`src/rtl/useq_pkg.sv`:
```
// Shared mode and select encodings for the microsequencer next-address unit.
package useq_pkg;

  localparam logic [3:0] MODE_ENC         = 4'b0000;
  localparam logic [3:0] MODE_FETCH       = 4'b0001;
  localparam logic [3:0] MODE_CR          = 4'b0010;
  localparam logic [3:0] MODE_INC         = 4'b0011;
  localparam logic [3:0] MODE_C_CR_ENC    = 4'b0100;
  localparam logic [3:0] MODE_C_CR_INC    = 4'b0101;
  localparam logic [3:0] MODE_C_ENC_INC   = 4'b0110;
  localparam logic [3:0] MODE_C_CR_FETCH  = 4'b0111;
  localparam logic [3:0] MODE_CALL        = 4'b1000;
  localparam logic [3:0] MODE_RET         = 4'b1001;
  localparam logic [3:0] MODE_CCALL       = 4'b1010;

  localparam logic [1:0] SEL_ENC   = 2'b00;
  localparam logic [1:0] SEL_FETCH = 2'b01;
  localparam logic [1:0] SEL_CR    = 2'b10;
  localparam logic [1:0] SEL_INC   = 2'b11;

endpackage

```
`src/rtl/useq_ret_stack.sv`:
```
// Microsubroutine return-address LIFO. Push on full and pop on empty are ignored;
// the caller flags those as errors.
module useq_ret_stack #(
  parameter int ADDR_W      = 8,
  parameter int STACK_DEPTH = 4
) (
  input  logic              clk,
  input  logic              reset,
  input  logic              i_push,
  input  logic              i_pop,
  input  logic [ADDR_W-1:0] i_data,
  output logic [ADDR_W-1:0] o_top,
  output logic              o_full,
  output logic              o_empty
);

  localparam int PTR_W = $clog2(STACK_DEPTH);

  logic [PTR_W:0]      r_cnt;
  logic [ADDR_W-1:0]   r_mem [STACK_DEPTH];
  logic [PTR_W-1:0]    w_top_idx;

  assign o_full    = (r_cnt == (PTR_W+1)'(STACK_DEPTH));
  assign o_empty   = (r_cnt == '0);
  assign w_top_idx = r_cnt[PTR_W-1:0] - PTR_W'(1);
  assign o_top     = r_mem[w_top_idx];

  always_ff @(posedge clk) begin
    if (reset) begin
      r_cnt <= '0;
    end else if (i_push && !o_full) begin
      r_cnt <= r_cnt + 1'b1;
    end else if (i_pop && !o_empty) begin
      r_cnt <= r_cnt - 1'b1;
    end
  end

  // Storage carries no reset; only the occupancy count is control state.
  always_ff @(posedge clk) begin
    if (i_push && !o_full) begin
      r_mem[r_cnt[PTR_W-1:0]] <= i_data;
    end
  end

endmodule

```
`src/rtl/microseq_next_addr.sv`:
```
// Microsequencer next-address decode and state_addr register.
// Define USEQ_STACK_EN to build the CALL/RET/CCALL return stack.
module microseq_next_addr
  import useq_pkg::*;
#(
  parameter int ADDR_W      = 8,
  parameter int FETCH_ADDR  = 1,
  parameter int STACK_DEPTH = 4
) (
  input  logic              clk,
  input  logic              reset,
  input  logic [3:0]        mode,
  input  logic              cond_S,
  input  logic              hold,
  input  logic [ADDR_W-1:0] enc_addr,
  input  logic [ADDR_W-1:0] cr_addr,
  output logic [1:0]        sel,
  output logic [ADDR_W-1:0] state_addr,
  output logic              stk_err
);

  logic [ADDR_W-1:0] r_state_addr;
  logic [ADDR_W-1:0] w_inc;
  logic [ADDR_W-1:0] w_fetch;
  logic [ADDR_W-1:0] w_target;
  logic [1:0]        w_sel_dec;
  logic              w_push;
  logic              w_pop;
  logic              w_stk_empty;
  logic              w_stk_full;
  logic [ADDR_W-1:0] w_stk_top;

  assign w_inc   = r_state_addr + ADDR_W'(1);
  assign w_fetch = ADDR_W'(FETCH_ADDR);

  always_comb begin
    w_target  = w_inc;
    w_sel_dec = SEL_INC;
    w_push    = 1'b0;
    w_pop     = 1'b0;
    case (mode)
      MODE_ENC:        begin w_target = enc_addr; w_sel_dec = SEL_ENC;   end
      MODE_FETCH:      begin w_target = w_fetch;  w_sel_dec = SEL_FETCH; end
      MODE_CR:         begin w_target = cr_addr;  w_sel_dec = SEL_CR;    end
      MODE_C_CR_ENC:   begin
        w_target  = cond_S ? cr_addr : enc_addr;
        w_sel_dec = cond_S ? SEL_CR : SEL_ENC;
      end
      MODE_C_CR_INC:   if (cond_S) begin w_target = cr_addr;  w_sel_dec = SEL_CR;  end
      MODE_C_ENC_INC:  if (cond_S) begin w_target = enc_addr; w_sel_dec = SEL_ENC; end
      MODE_C_CR_FETCH: begin
        w_target  = cond_S ? cr_addr : w_fetch;
        w_sel_dec = cond_S ? SEL_CR : SEL_FETCH;
      end
`ifdef USEQ_STACK_EN
      MODE_CALL:       begin w_push = 1'b1; w_target = cr_addr; w_sel_dec = SEL_CR; end
      MODE_RET:        begin
        w_pop    = 1'b1;
        w_target = w_stk_empty ? w_fetch : w_stk_top;
      end
      MODE_CCALL:      if (cond_S) begin w_push = 1'b1; w_target = cr_addr; w_sel_dec = SEL_CR; end
`endif
      default: ;
    endcase
  end

  assign sel        = reset ? SEL_FETCH : w_sel_dec;
  assign state_addr = r_state_addr;

  always_ff @(posedge clk) begin
    if (reset) begin
      r_state_addr <= w_fetch;
    end else if (!hold) begin
      r_state_addr <= w_target;
    end
  end

`ifdef USEQ_STACK_EN
  logic w_push_en;
  logic w_pop_en;
  logic r_stk_err;

  assign w_push_en = w_push & ~hold & ~reset;
  assign w_pop_en  = w_pop  & ~hold & ~reset;

  useq_ret_stack #(
    .ADDR_W      (ADDR_W),
    .STACK_DEPTH (STACK_DEPTH)
  ) u_stack (
    .clk     (clk),
    .reset   (reset),
    .i_push  (w_push_en),
    .i_pop   (w_pop_en),
    .i_data  (w_inc),
    .o_top   (w_stk_top),
    .o_full  (w_stk_full),
    .o_empty (w_stk_empty)
  );

  // Sticky until reset: overflowed push or underflowed pop.
  always_ff @(posedge clk) begin
    if (reset) begin
      r_stk_err <= 1'b0;
    end else if ((w_push_en && w_stk_full) || (w_pop_en && w_stk_empty)) begin
      r_stk_err <= 1'b1;
    end
  end

  assign stk_err = r_stk_err;
`else
  logic w_unused;

  assign w_stk_empty = 1'b1;
  assign w_stk_full  = 1'b0;
  assign w_stk_top   = '0;
  assign stk_err     = 1'b0;
  assign w_unused    = ^{w_push, w_pop, w_stk_empty, w_stk_full, w_stk_top, STACK_DEPTH};
`endif

endmodule

```
`config.mk`:
```
export PLATFORM = sky130hd
export DESIGN_NAME = microseq_next_addr
export DESIGN_NICKNAME = d
export VERILOG_FILES = /design/src/rtl/useq_pkg.sv /design/src/rtl/useq_ret_stack.sv /design/src/rtl/microseq_next_addr.sv
export SDC_FILE = /design/constraint.sdc
export NUM_CORES = 1
export LEC_CHECK = 0
export BUFFER_PORTS_ARGS = -buffer_cell sky130_fd_sc_hd__buf_2
export CAP_MARGIN = 20
export CORE_ASPECT_RATIO = 1.25
export CORE_MARGIN = 8
export CORE_UTILIZATION = 40
export DETAILED_ROUTE_END_ITERATION = 8
export HOLD_SLACK_MARGIN = 0.02
export PLACE_DENSITY = 0.65
export SYNTH_ARGS = -nofsm -noshare
export SYNTH_HDL_FRONTEND = slang
export SYNTH_SLANG_ARGS = --single-unit
```
`constraint.sdc`:
```
create_clock -name clk -period 2.2 [get_ports clk]
set_input_delay 0.33 -clock clk [delete_from_list [all_inputs] [get_ports clk]]
set_output_delay 0.33 -clock clk [all_outputs]
set_load 0.05 [all_outputs]
```
== Yosys cells after proc, flatten, opt, wreduce, memory -nomap -nowiden ==
Index checks and enable logic that the tools add are counted.
Cells by class
  reductions and logical operators: 1
  add/sub/neg operators: 1
  equality and inequality tests: 6
  mux-type cells: 11
Operators by type and width (count)
  8-bit one-hot mux with 7 select lines: 1
  8-bit two-way mux: 4
  4-bit by 3-bit equality test with 1-bit output, second input constant: 4
  2-bit one-hot mux with 7 select lines: 1
  8-bit by 1-bit adder with 8-bit output, second input constant: 1
  2-bit two-way mux: 4
  4-bit by 1-bit equality test with 1-bit output, second input constant: 1
  4-bit by 2-bit equality test with 1-bit output, second input constant: 1
  4-bit logical NOT: 1
  1-bit two-way mux: 1
Storage, ports and cells
  logic and storage cells: 20
  register bits: 8
  output and inout port bits: 11
  input bits: 24

== Logic depth before layout (Yosys ltp) ==
Gate-level depths: netlist (run 1).
  word-level depth: 3
  mapped depth: 6
  depth with buffers taken out: 6

== Least setup slack after synthesis (run 1) ==
No wires, ideal clock.
  path type: input port to output port
  start point: input port mode[1]
  end point: output port sel[0]
  arrival: 1.937 ns
  data required time: 1.870 ns
  path buffers: 2
  path slack: -0.067 ns
  stages: 4
  cell sequence: buf_2 buf_1 a21oi_1 o21ai_0
On the way
  word-level cells in the longest chain between the ends: 3
  elaborated cells on any way between the ends: 9
  those cells by class: eq/ne: 6; mux: 2; reduce/logical: 1
Ends and longest elaborated chain
  start, declared: line microseq_next_addr.sv:12  | input logic [3:0] mode,
  4-bit by 3-bit equality test with 1-bit output (tied with other cells): line microseq_next_addr.sv:41  | case (mode)
  2-bit one-hot mux with 7 select lines *: line microseq_next_addr.sv:41
  2-bit two-way mux *: line microseq_next_addr.sv:67  | assign sel = reset ? SEL_FETCH : w_sel_dec;
  end, declared: line microseq_next_addr.sv:17  | output logic [1:0] sel,
Every way passes the cells marked *; elsewhere a longest branch is shown, timed or not.

== Worst setup path in the final report (run 1) ==
  start point: input port mode[0]
  end point: register r_state_addr[3], in the netlist state_addr[3]
On the way
  word-level cells in the longest chain between the ends: 2
  elaborated cells on any way between the ends: 8
  those cells by class: eq/ne: 6; mux: 1; reduce/logical: 1
Ends and longest elaborated chain
  4-bit by 3-bit equality test with 1-bit output (tied with other cells): line microseq_next_addr.sv:41
  8-bit one-hot mux with 7 select lines *: line microseq_next_addr.sv:41
  end signal, assigned: line microseq_next_addr.sv:72  | r_state_addr <= w_fetch;
  end signal, assigned: line microseq_next_addr.sv:74  | r_state_addr <= w_target;
  end, declared: line microseq_next_addr.sv:22  | logic [ADDR_W-1:0] r_state_addr;
Marks and branches as above.
A chain may end at the register's enable or synchronous reset.

==> out/qor.yml, run 1 <==
synth_top_area_share_pct: 17.2
synth_most_common_cell: "a21oi_1"
required_ns: 2.32
clock_skew_ns: 0.000239
min_path_cells: 3
synth_xor_area_share_pct: 5.65
pwr-share-comb_pct: 43.4
status: "completed"
startpoint_type: "primary input"
slowest_stage: "o311ai_0"
synth_top_family_by_area: "compound AO/OA/AOI/OAI gates"
power.leakage_nw: 0.446
grt_pass1_vias: 1078
ctsLongestPathBuffers: 2
cts_root_buf: "clkbuf_4"
p_int_mw: 0.292
setup_violations: 0
finalMaxSlewViolations: 0
grt_overflow_total: 0
maxSlewHeadroom_pct: 57.4
clkPwrFrac_pct: 22.7
chipHeight_um: 69.9
cts_setup_buffers: 0
finalHoldViolCount: 0
switchingPower_mw: 0.203
rr_endpoint: "state_addr[7]"
area.growth.synth_to_final_pct: 18.3
die_area_um2: 4130
synth_nets: 156
final_nets: 184
rrSetupSlack_ns: 0.61
ys.flop_type: "dfxtp_1"
setup-tns-final_ns: 0
synth_area_per_cell_um2: 7.10
routed_wl_mm: 2.80
worstRegToRegCells: 5
min_to: "state_addr[3]"
design_area_um2: 1100
cp_num_buf_inv: 2
hpwl_mm: 2.22
netlist_instances: 131
clk_latency_ns: 0.25
cts_tree: "yes"
min_from: "cr_addr[3]"
largest_register_ffs: 8
cts.repair.resized: 0
die_w_um: 59.1
drtIter0Drc: 48
hold_class: "primary input to flop"
critPathKind: "primary input to flop"
critPathArrivalTime_ns: 1.86
synthMuxAreaShare_pct: 1.08
route.detailed.drc: 0
swShare_pct: 41.0
synth_seq_area_share_pct: 17.2
cts_max_level: 1
placed_cells: 185
synth_compound_area_share_pct: 36.2
critPathCaptureType: "flop"
timing.final.crit_share_pct: 79.0
crit_fanout: 14
hold_buffers: 0
vdd_ir_drop_max_mv: 0.181
fill_cells: 234
p_per_area_nw_per_um2: 449
synthAdderAreaFrac_pct: 1.35
fmax_mhz: 575
wl_per_cell_um: 14.9
maxCapViolCount: 0
postPlaceCellArea_um2: 1080
synth_edf_count: 0
synth_area_leaders: "dfxtp_1 17%, a21oi_1 7.0%, nor2_1 4.0%, xnor2_1 3.8%, nor2b_1 3.4%"
final_layout_size_suffix_gt1_share_pct: 24.8
rsz0062_at_grt: "no"
crit_chain: "buf_2 > inv_1 > o311ai_0 > nand2_1 > a2111oi_1"
initial_utilization_pct: 42.0
yosysTopAreaCell: "dfxtp_1"
synth_common_cells: "13 x a21oi_1, 10 x nor2_1, 8 x dfxtp_1, 8 x inv_1, 8 x nand2_1"
ant_nets: 0
worstMarginPinSlew_ns: 0.631
grtUsageTotal_pct: 13.9
async_reset_ff_share_pct: 0
io_pins: 35
r2r-start: "state_addr[0]"
power.total_mw: 0.494
grt_pass1_wl_mm: 4.75
viasPerCell: 5.89
via_count: 1107
gp_congestion: 0.883
core_um2: 2210
yosys_register_bits: 8
io_buffers: 33
antenna_found_initial: 0
rows: 19
grt_max_degree: 19
ys_types: 49
slowest_delay_ns: 0.61
firstDrtPassIters: 4
antenna-diode-count: 0
mappedNetlistArea_um2: 930
path_clk_slew_ns: 0.06
final_cells: 188
crit_family: "compound AO/OA/AOI/OAI gates"
yosys.area_share.simple_pct: 28.8
cts_buffers: 3
synth_warnings: 0
fin_crit_ns: 1.74
clock_sinks: 8
seq_power_share_pct: 33.9
[cells by family (layout without fill, tap and decap cells)]
logic type / after synthesis / after routing
AOI/OAI and AO/OA: 48 / 48
xor gates and xnor gates: 6 / 6
adders and majority gates: 1 / 1
buffers and inverters: 18 / 44
DFF: 8 / 8
muxes: 1 / 1
other: 1 / 1
and+or+nand+nor: 48 / 48
[layout by cell type (no fill, tap or decap), drive strengths merged, types with 2 or more instances in the layout]
master / netlist / final
nand3: 2 / 2
a211oi: 4 / 4
clkbuf: 3 / 3
xnor2: 4 / 4
nand2b: 3 / 3
nor2: 10 / 10
nor3: 4 / 4
a21oi: 13 / 13
a31oi: 3 / 3
o21ai: 8 / 8
a21o: 2 / 2
buf: 7 / 33
nand2: 8 / 8
a221o: 3 / 3
nor2b: 5 / 5
a222oi: 2 / 2
or3: 3 / 3
nor3b: 4 / 4
nor4: 2 / 2
xor2: 2 / 2
a221oi: 3 / 3
dfxtp: 8 / 8
inv: 8 / 8
[power groups by stage]
stage / registers [mW] / clock network (mW) / logic (mW)
6_report: 0.167 / 0.112 / 0.215
5_1_grt: 0.170 / 0.128 / 0.235
4_1_cts: 0.168 / 0.115 / 0.214
3_5_place_dp: 0.171 / 0 / 0.213
3_3_place_gp: 0.170 / 0 / 0.211
2_1_floorplan: 0.207 / 0 / 0.123
[per-layer routing]
layer	global-route usage (%)	part of all wire, %	up-vias
met3	2.56	5.3	2
met5	0	0	-
met2	24.0	51	34
met1	15.9	43	524
met4	5.60	0.97	0
li1	-	-	547
[worst reg2reg max path, stage by stage, from the launching register on]
cell	delay (ns)
dfxtp_1	0.43
nand4_1	0.19
nor4_2	0.31
o21bai_1	0.10
a221o_1	0.36
a31oi_1	0.13
[metrics by stage]
stage	setup WS [ns]	utilization (%)	hold WS, ns
final	0.461	49.7	0.355
after detailed placement	0.196	48.7	0.526
after CTS	0.466	49.7	0.356
after floorplan	0.307	-	0.481
after global placement	0.352	48.7	0.521
after global routing	0.312	49.7	0.360
[worst max-delay path by stage]
stage,startpoint,to,slack [ns],depth (start not counted)
after global placement,mode[0],state_addr[3],0.35,5
after detailed placement,mode[0],state_addr[3],0.20,5
final,mode[0],state_addr[3],0.46,5
after global routing,mode[0],state_addr[3],0.31,5
after floorplan,mode[1],sel[0],0.31,4
after CTS,mode[0],state_addr[3],0.47,5
[cell type report]
cell class	count	area [um^2]	share of cell area, %
clock buffers	3	22.5	2.05
inverters	8	30.0	2.73
multi-input cells	105	683	62.1
flip-flops and latches	8	160	14.6
well taps	31	38.8	3.53
repair buffers	33	165	15.0
Note: power is estimated with default switching activity, not from simulation.
==> run 2, diff against run 1 <==
==> constraint.sdc (replaced) <==
create_clock -name clk -period 1.8 [get_ports clk]
set_input_delay 0.27 -clock clk [delete_from_list [all_inputs] [get_ports clk]]
set_output_delay 0.27 -clock clk [all_outputs]
set_load 0.05 [all_outputs]
==> run 2 against run 1 <==
Effect of this change: critical path depth stayed put; core utilization is 3.5 points higher; total power is 28% higher; flip-flop and latch count stayed put; cell count is 5.3% higher.
==> out/qor.yml, run 2 (synthesis gave the netlist of run 1 again) <==
required_ns: 1.99  # -0.33 ns
hold_class: "primary input to flop"
fmax_mhz: 607
cp-startpoint: "state_addr[3]"
p_per_area_nw_per_um2: 538  # +20%
min_from: "cr_addr[3]"
timing.final.crit_share_pct: 91.5
fin_crit_ns: 1.65
wl_per_cell_um: 14.4  # -3.1%
hold_buffers: 0  # unchanged
postPlaceCellArea_um2: 1150  # +7.1%
grt_max_degree: 19  # unchanged
clock_sinks: 8  # unchanged
rows: 19  # unchanged
final_nets: 194  # +5.4%
grtUsageTotal_pct: 14.8  # +0.97 points
drtIter0Drc: 29  # -40%
grt_pass1_vias: 1150  # +6.7%
cts_max_level: 1  # unchanged
power.leakage_nw: 0.495  # +11%
critPathCaptureType: "flop"
area.growth.synth_to_final_pct: 26.5
multi_input_area_um2: 683  # unchanged
startpoint_type: "flop"
rsz0062_at_grt: "no"
finalHoldViolCount: 0  # unchanged
cts_tree: "yes"
crit_family: "compound AO/OA/AOI/OAI gates"
routed_wl_mm: 2.85  # +2.1%
route.detailed.drc: 0  # unchanged
die_area_um2: 4130  # unchanged
ant_nets: 0  # unchanged
fill_cells: 227  # -3.0%
io_pins: 35  # unchanged
firstDrtPassIters: 4  # unchanged
antenna-diode-count: 0  # unchanged
crit_fanout: 5  # -9
setup_violations: 0  # unchanged
antenna_found_initial: 0  # unchanged
path_clk_slew_ns: 0.06  # about the same
grt_pass1_wl_mm: 5.03  # +6.0%
clock_skew_ns: 0.00136  # +0.00112 ns
status: "completed"
viasPerCell: 5.80  # -1.5%
r2r-start: "state_addr[3]"
largest_register_ffs: 8  # unchanged
crit_chain: "nand4_1 > nor4_2 > o21bai_1 > a221o_1 > a31oi_1"
io_buffers: 33  # unchanged
cts.repair.resized: 0  # unchanged
clk_latency_ns: 0.26  # about the same
design_area_um2: 1180  # +6.9%
gp_congestion: 0.908  # +2.8%
slowest_delay_ns: 0.41  # -0.20 ns
critPathArrivalTime_ns: 1.84  # -0.02 ns
final_cell_mix: "33 x buf_2, 13 x a21oi_1, 10 x nor2_1, 10 x buf_4"
cts_root_buf: "clkbuf_4"
setup-tns-final_ns: 0  # unchanged
chipHeight_um: 69.9  # unchanged
finalMaxSlewViolations: 0  # unchanged
grt_overflow_total: 0  # unchanged
cts_buffers: 3  # unchanged
vdd_ir_drop_max_mv: 0.211  # +16%
slowest_stage: "dfxtp_1"
hpwl_mm: 2.28  # +2.4%
die_w_um: 59.1  # unchanged
final_common_cell: "buf_2"
core_um2: 2210  # unchanged
cp_num_buf_inv: 0  # -2
via_count: 1148  # +3.7%
critPathKind: "flop to flop"
initial_utilization_pct: 42.0  # unchanged
final_layout_size_suffix_gt1_share_pct: 29.9  # +5.1 points
maxCapViolCount: 0  # unchanged
cts_setup_buffers: 0  # unchanged
register_area_um2: 161  # +0.78%
ctsLongestPathBuffers: 2  # unchanged
run 2: worst register-to-register path, cell delays in order, from the launching register on:
cell and delay, ns:
dfxtp_1 0.41, nand4_1 0.21, nor4_2 0.36, o21bai_1 0.12
a221o_1 0.35, a31oi_1 0.13
run 2: layout make-up:
type,instances,share of cell area (%)
Multi-Input combinational cell,105,58.1
Inverter,8,2.55
Sequential cell,8,13.7
Tap cell,31,3.30
Clock buffer,3,1.91
Timing Repair Buffer,43,20.4
run 2: routing by layer:
layer  vias up  wire length [um]  GRT usage [%]
met1       527              1240           17.9
met2        47              1350           23.4
met4         0                91           9.07
li1        566                 -              -
met3         8               180           2.56
met5         -                 0              0
run 2: final timing paths:
| check | endpoint | slack, ns | cells past startpoint |
|---|---|---|---|
| max | state_addr[7] | 0.15 | 5 |
| max reg2reg | state_addr[7] | 0.15 | 5 |
| min | state_addr[3] | 0.27 | 3 |
| min reg2reg | state_addr[1] | 0.54 | 2 |
run 2: metrics by stage:
stage | cells | total power, mW | hold slack [ns] | setup WS, ns | util, %
floorplan | 131 | 0.403 | 0.421 | 0.00749 | -
global placement | 195 | 0.483 | 0.512 | 0.0809 | 52.2
detailed placement | 195 | 0.486 | 0.528 | 0.0292 | 52.2
CTS | 198 | 0.632 | 0.272 | 0.153 | 53.2
global route | 198 | 0.680 | 0.287 | 0.0145 | 53.2
finish | 198 | 0.633 | 0.269 | 0.152 | 53.2
run 2: where the power goes:
part           leakage, nW  total (mW)  switching (mW)  internal (mW)
logic                0.415       0.281           0.177          0.104
registers           0.0657       0.203          0.0117          0.191
clock network       0.0138       0.150          0.0725         0.0771
==> run 3, diff against run 2 <==
--- a/config.mk
+++ b/config.mk
@@ -12,7 +12,7 @@
 export CORE_UTILIZATION = 40
 export DETAILED_ROUTE_END_ITERATION = 8
 export HOLD_SLACK_MARGIN = 0.02
-export PLACE_DENSITY = 0.65
+export PLACE_DENSITY_LB_ADDON = 0.1
 export SYNTH_ARGS = -nofsm -noshare
 export SYNTH_HDL_FRONTEND = slang
 export SYNTH_SLANG_ARGS = --single-unit
==> run 3 against run 2 <==
Effect of this change: clock skew is essentially flat; non-clock buffer count rose by 2; global-route usage decreased by 0.49 points; largest power group unchanged; largest cell class unchanged; flip-flop and latch count is the same; cell count up 1.0%; fmax grew 4.9%.
==> out/qor.yml, run 3 (synthesis gave the netlist of run 1 again) <==
ant_nets: 0  # unchanged
initial_utilization_pct: 42.0  # unchanged
gp_congestion: 0.883  # -2.8%
status: "completed"
io_pins: 35  # unchanged
path_clk_slew_ns: 0.06  # about the same
critPathKind: "flop to flop"
cts_root_buf: "clkbuf_4"
maxCapViolCount: 0  # unchanged
power.leakage_nw: 0.506  # +2.2%
grt_max_degree: 19  # unchanged
grt_pass1_wl_mm: 4.75  # -5.6%
die_area_um2: 4130  # unchanged
grt_overflow_total: 0  # unchanged
cp-startpoint: "state_addr[3]"
r2r-start: "state_addr[3]"
final_cell_mix: "33 x buf_2, 13 x a21oi_1, 12 x buf_4"
setup_violations: 0  # unchanged
crit_fanout: 5  # unchanged
rows: 19  # unchanged
via_count: 1104  # -3.8%
final_nets: 196  # +1.0%
die_w_um: 59.1  # unchanged
cts_buffers: 3  # unchanged
viasPerCell: 5.52  # -4.8%
antenna_found_initial: 0  # unchanged
grtUsageTotal_pct: 14.4  # -0.49 points
final_common_cell: "buf_2"
final_layout_size_suffix_gt1_share_pct: 30.8  # +0.83 points
postPlaceCellArea_um2: 1170  # +1.3%
vdd_ir_drop_max_mv: 0.239  # +13%
wl_per_cell_um: 14.7  # +2.2%
finalMaxSlewViolations: 0  # unchanged
rsz0062_at_grt: "no"
critPathArrivalTime_ns: 1.77  # -0.07 ns
fmax_mhz: 636  # +4.9%
cts_max_level: 1  # unchanged
hold_buffers: 0  # unchanged
cts_tree: "yes"
chipHeight_um: 69.9  # unchanged
hpwl_mm: 2.36  # +3.7%
startpoint_type: "flop"
clock_sinks: 8  # unchanged
clock_skew_ns: 0.00177  # +0.000416 ns
core_um2: 2210  # unchanged
area.growth.synth_to_final_pct: 28.1
route.detailed.drc: 0  # unchanged
timing.final.crit_share_pct: 87.3  # -4.2 points
antenna-diode-count: 0  # unchanged
grt_pass1_vias: 1098  # -4.5%
required_ns: 2.00  # about the same
firstDrtPassIters: 4  # unchanged
clk_latency_ns: 0.26  # about the same
min_from: "cr_addr[3]"
ctsLongestPathBuffers: 2  # unchanged
routed_wl_mm: 2.95  # +3.3%
finalHoldViolCount: 0  # unchanged
power.total_mw: 0.636  # +0.50%
largest_register_ffs: 8  # unchanged
hold_class: "primary input to flop"
p_per_area_nw_per_um2: 534  # -0.76%
drtIter0Drc: 26  # -10%
fin_crit_ns: 1.57  # -0.0764 ns
io_buffers: 33  # unchanged
design_area_um2: 1190  # +1.3%
critPathCaptureType: "flop"
## run 3: cell types whose count changed in the layout (fill, tap and decap cells not counted)
| cell | change |
|---|---|
| buf_4 | +2 |
| o311ai_0 | -1 |
| o311ai_1 | +1 |
## run 3: where the power goes
part           switching [mW]  internal [mW]  leakage (nW)
Sequential             0.0117          0.191        0.0657
Clock                  0.0710         0.0770        0.0138
Combinational           0.179          0.106         0.426
Total                   0.262          0.374         0.506
## run 3: path summary, 6_finish.rpt
path                    to  slack, ns  cells after the start
max reg2reg  state_addr[7]       0.23                      5
min reg2reg  state_addr[1]       0.53                      2
max          state_addr[7]       0.23                      5
min          state_addr[3]       0.27                      3
## run 3: layer usage
layer / wire, um / global-route usage, % / vias to the layer above
met5: 0 / 0 / -
met4: 64 / 8.80 / 0
met3: 114 / 2.20 / 5
met2: 1440 / 24.7 / 32
met1: 1320 / 15.6 / 499
li1: - / - / 568
## run 3: final cells by class
cell class / count / area [um^2]
clock buffers: 3 / 22.5
fillers: 239 / 1020
inverters: 8 / 30.0
multi-input cells: 105 / 683
flip-flops and latches: 8 / 161
well taps: 31 / 38.8
repair buffers: 45 / 255
## run 3: per-stage QoR
stage / utilization, % / instances / hold slack [ns] / TNS [ns] / worst slack, ns
after CTS: 53.9 / 200 / 0.270 / 0 / 0.181
after global routing: 53.9 / 200 / 0.282 / 0 / 0.0756
after floorplan: - / 131 / 0.421 / 0 / 0.00749
after global placement: 52.9 / 197 / 0.515 / -0.00875 / -0.00875
final: 53.9 / 200 / 0.268 / 0 / 0.229
after detailed placement: 52.9 / 197 / 0.521 / -0.0979 / -0.0979
## run 3: repair_timing
item,CTS,global route
setup buffers,0,0
gates resized for setup,0,1
setup endpoints to repair,0,1
## run 3: critical path: stages, from the launching register on
cell and delay, ns:
dfxtp_1 0.40, nand4_1 0.21, nor4_2 0.31, o21bai_1 0.10
a221o_1 0.36, a31oi_1 0.13
